--- src/rtl/fifo_umbrales.sv ---
// Synchronous FIFO with registered read data and programmable almost-full /
// almost-empty thresholds; flags decode only the registered occupancy.
module fifo_umbrales #(
   parameter int DATA_WIDTH = 6,
   parameter int ADDR_WIDTH = 2
) (
   input  logic                  clk,
   input  logic                  reset_L,
   input  logic                  push,
   input  logic [DATA_WIDTH-1:0] data_in,
   input  logic                  pop,
   input  logic [ADDR_WIDTH:0]   umbral_alto,
   input  logic [ADDR_WIDTH:0]   umbral_bajo,
   output logic [DATA_WIDTH-1:0] data_out,
   output logic [ADDR_WIDTH:0]   count,
   output logic                  full,
   output logic                  empty,
   output logic                  almost_full,
   output logic                  almost_empty,
   output logic                  error
);

   localparam int DEPTH = 2 ** ADDR_WIDTH;
   localparam logic [ADDR_WIDTH:0] DEPTH_C = (ADDR_WIDTH + 1)'(DEPTH);

   logic [DATA_WIDTH-1:0] mem_q [DEPTH];
   logic [ADDR_WIDTH-1:0] wrPtr_q, wrPtr_d;
   logic [ADDR_WIDTH-1:0] rdPtr_q, rdPtr_d;
   logic [ADDR_WIDTH:0]   count_q, count_d;
   logic [DATA_WIDTH-1:0] dataOut_q, dataOut_d;
   logic                  error_q, error_d;
   logic                  wrEn, rdEn;

   // A full FIFO still accepts a write when a pop frees the slot in the same cycle.
   assign wrEn = push && (!full || pop);
   assign rdEn = pop && !empty;

   always_comb begin
      wrPtr_d   = wrPtr_q;
      rdPtr_d   = rdPtr_q;
      count_d   = count_q;
      dataOut_d = dataOut_q;
      error_d   = error_q;
      if (wrEn) begin
         wrPtr_d = wrPtr_q + 1'b1;
      end
      if (rdEn) begin
         rdPtr_d   = rdPtr_q + 1'b1;
         dataOut_d = mem_q[rdPtr_q];
      end
      if (wrEn && !rdEn) begin
         count_d = count_q + 1'b1;
      end else if (rdEn && !wrEn) begin
         count_d = count_q - 1'b1;
      end
      if ((push && full && !pop) || (pop && empty)) begin
         error_d = 1'b1;
      end
   end

   always_ff @(posedge clk or negedge reset_L) begin
      if (!reset_L) begin
         wrPtr_q   <= '0;
         rdPtr_q   <= '0;
         count_q   <= '0;
         dataOut_q <= '0;
         error_q   <= 1'b0;
      end else begin
         wrPtr_q   <= wrPtr_d;
         rdPtr_q   <= rdPtr_d;
         count_q   <= count_d;
         dataOut_q <= dataOut_d;
         error_q   <= error_d;
      end
   end

   // Storage is left uncleared; reset only rewinds the pointers.
   always_ff @(posedge clk) begin
      if (reset_L && wrEn) begin
         mem_q[wrPtr_q] <= data_in;
      end
   end

   assign data_out     = dataOut_q;
   assign count        = count_q;
   assign error        = error_q;
   assign full         = (count_q == DEPTH_C);
   assign empty        = (count_q == '0);
   assign almost_full  = (umbral_alto <= DEPTH_C) && (count_q >= umbral_alto);
   assign almost_empty = (count_q <= umbral_bajo);

endmodule

--- config.mk ---
export PLATFORM = sky130hd
export DESIGN_NAME = fifo_umbrales
export DESIGN_NICKNAME = d
export VERILOG_FILES = /design/src/rtl/fifo_umbrales.sv
export SDC_FILE = /design/constraint.sdc
export NUM_CORES = 1
export LEC_CHECK = 0
export ABC_AREA = 1
export CAP_MARGIN = 20
export CORE_AREA = 2 2 90 92
export DETAILED_ROUTE_END_ITERATION = 8
export DIE_AREA = 0 0 92 94
export GPL_TIMING_DRIVEN = 0
export PLACE_DENSITY = 0.47
export SYNTH_ARGS = -nofsm -noshare
export SYNTH_HDL_FRONTEND = slang
export SYNTH_SLANG_ARGS = --single-unit
--- constraint.sdc ---
create_clock -name clk -period 2.3 [get_ports clk]
set_input_delay 0.575 -clock clk [delete_from_list [all_inputs] [get_ports clk]]
set_output_delay 0.575 -clock clk [all_outputs]
set_load 0.01 [all_outputs]
==> impl_metrics.yaml <==
synthesis:
  yosys-top-cells-area: "edfxtp_1, dfrtp_1, nand2_1, inv_1, ha_1"
  mappedNetlistArea_um2: 1890
  synthesis.nets: 232
  yosysSeqAreaShare_pct: 56.7
  synth_top_area_share_pct: 38.1
  yosysUniqueCellTypes: 21
  netlist_instances: 204
  postSynthAreaPerCell_um2: 9.27
  yosys_warnings: 0
  synth_seq_cells: 38
  synth_largest_area_cell: "edfxtp_1"
timing:
  timing.final.ws_setup_ps: 104
  timing.clock.skew_ps: 7.47
  slew_violations: 0
  max_freq_ghz: 0.455
  tightest_slew_ps: 577
  max-slew-margin-rel_pct: 61.4
  finalCritPeriodShare_pct: 95.5
  rsz0062_at_grt: "no"
  setup_tns_ps: 0
  post-route-min-period_ps: 2200
  setup_viol: 0
  finalHoldViolCount: 0
global_route:
  grt_max_degree: 16
  track_usage_pct: 9.80
  grt_pass1_wl_um: 6600
  grt_busiest_layer: "met2"
  antenna_found_initial: 0
  first_global_vias: 1365
  grt_use_met1_pct: 12.9
  grtUsageMet3_pct: 2.49
  grt_use_met2_pct: 16.1
  overflow: 0
status:
  status: "completed"
floorplanning:
  fp.dieArea_um2: 8650
  rows: 32
  die_h_um: 94
  boundaryPins: 30
  core_um2: 7610
  start_util_pct: 24.9
  die_width_um: 92
setup_path:
  worstPathRequired_ps: 1730
  worstReg2RegEnd: "count[2]$_DFFE_PN0P_"
  rrSetupSlack_ps: 370
  reg2reg_depth: 10
  cp-start-kind: "flop"
  r2r_start: "count[2]$_DFFE_PN0P_"
  crit_arrival_ps: 1620
  worstSetupPathType: "flop to output pin"
  cp-end-kind: "output pin"
  crit_chain: "inv_1, nor3_1, clkdlybuf4s50_1"
  critPathMaxFanout: 5
  slowest_stage: "clkdlybuf4s50_1"
  max_stage_delay_ps: 600
place:
  dp.final_hpwl_um: 2740
  place_inst: 335
  preCtsSetupSlack_ps: -538
  io_buffers: 29
  place.gp.congestion: 0.718
clock_network:
  cts_tree: "done"
  cts_buffer_depth: 2
  cts_made_buffers: 5
  insertion_delay_ps: 280
  cts-root-buf: "clkbuf_8"
  cts_sinks: 38
  cts.clk_slew.worst_paths_ps: 80
  h-tree-depth: 2
power_and_ir_drop:
  p_int_mw: 1.90
  p_sw_share_pct: 34.5
  p_sw_mw: 1.00
  power_frac_clock_pct: 22.7
  finalPower_mw: 2.90
  p_comb_share_pct: 42.0
  vdd_drop_max_mv: 0.268
  p_per_area_nw_per_um2: 1150
  seqPwrFrac_pct: 35.3
  leakage_nw: 1.22
layout:
  seqCellArea_um2: 1070
  instances_no_fill: 346
  final_common_cell: "nand2_1"
  final_layout_size_suffix_gt1_share_pct: 13.1
  antenna_cells: 0
  fill_cells: 810
  multi_input_area_um2: 661
  final_cell_mix: "nand2_1, inv_1, edfxtp_1, nand3_1, clkdlybuf4s50_1"
  utilization_pct: 33.1
  areaGrowthSynthToFinish_pct: 33.1
  nNetsFinal: 271
run:
  maxCapViolCount: 0
routing:
  wl_per_cell_um: 10.7
  drcViolationCount: 0
  drt_first_pass_iters: 4
  ant_nets: 0
  vias_per_cell: 3.79
  wirelength_um: 3690
  drtIter0Drc: 47
  vias: 1311
hold_path:
  hp-class: "input pin to asynchronous set/reset pin"
## worst max path at each step
stage	from	endpoint	slack, ps
6_report	count[2]$_DFFE_PN0P_	full	100
5_1_grt	count[2]$_DFFE_PN0P_	full	2
4_1_cts	count[2]$_DFFE_PN0P_	full	-20
3_5_place_dp	reset_L	mem_q[0][0]$_DFFE_PP_	-540
3_3_place_gp	reset_L	mem_q[0][0]$_DFFE_PP_	-470
2_1_floorplan	count[1]$_DFFE_PN0P_	count[2]$_DFFE_PN0P_	440
## what timing repair did
item / in CTS / in global routing
gates cloned: 0 / 0
gates resized for setup: 15 / 15
pin swaps: 1 / 5
setup buffers: 0 / 3
hold buffers: 0 / 0
endpoints found under the hold margin: 0 / 0
endpoints found under the setup margin: 26 / 29
## layer usage
layer | vias up | wire (um)
li1 | 707 | -
met1 | 577 | 1740
met2 | 22 | 1760
met3 | 5 | 142
met4 | 0 | 42
met5 | - | 0
## cell families after synthesis
kind of cell             after synthesis  synth area share (%)
adder cells (fa/ha/maj)               12                  8.34
AND/OR/NAND/NOR                       94                  20.6
flip-flops                            38                  56.7
AO/OA/AOI/OAI                          5                  1.32
XOR/XNOR                               4                  1.85
buffers and inverters                 51                  11.2
## area by class of cell
class | count | area share, %
clock buffers | 5 | 2.73
flip-flops and latches | 38 | 42.7
clock inverters | 3 | 2.54
well taps | 102 | 5.07
multi-input cells | 115 | 26.3
inverters | 47 | 7.01
plain buffers | 4 | 1.39
repair buffers | 32 | 12.3
## sequential cells by signal (all words and copies together), names as in the netlist
signal and count:
mem_q 24, error 1, data_out 6, rdPtr_q 2, wrPtr_q 2, count 3
## critical path: cells and delay by family (launching register included)
kind	cells	cell delay, ps
AND/OR/NAND/NOR	1	190
flip-flops	1	450
buffers and inverters	2	700
## synthesized netlist by cell type, drive strengths merged
cell type	n
edfxtp	24
dfrtp	14
nand3b	1
inv	47
fa	1
o21ai	3
xnor2	2
ha	11
nand2	65
xor2	2
nor3	1
nor2	5
nand3	22
buf	4
a21oi	2
## stage by stage
stage,cell area (um^2),hold WS (ps)
after detailed placement,2310,472
after CTS,2470,476
after floorplan,1890,279
after global routing,2520,221
final,2520,196
after global placement,2310,471
## power groups by stage
| stage | Combinational [mW] | Sequential [mW] | Clock (mW) |
|---|---|---|---|
| 2_1_floorplan | 0.695 | 1.04 | 0 |
| 3_3_place_gp | 1.16 | 1.04 | 0 |
| 3_5_place_dp | 1.18 | 1.04 | 0 |
| 4_1_cts | 1.18 | 1.04 | 0.689 |
| 5_1_grt | 1.42 | 1.05 | 0.713 |
| 6_report | 1.22 | 1.02 | 0.659 |
No activity file was read; power rests on OpenSTA's default activity.
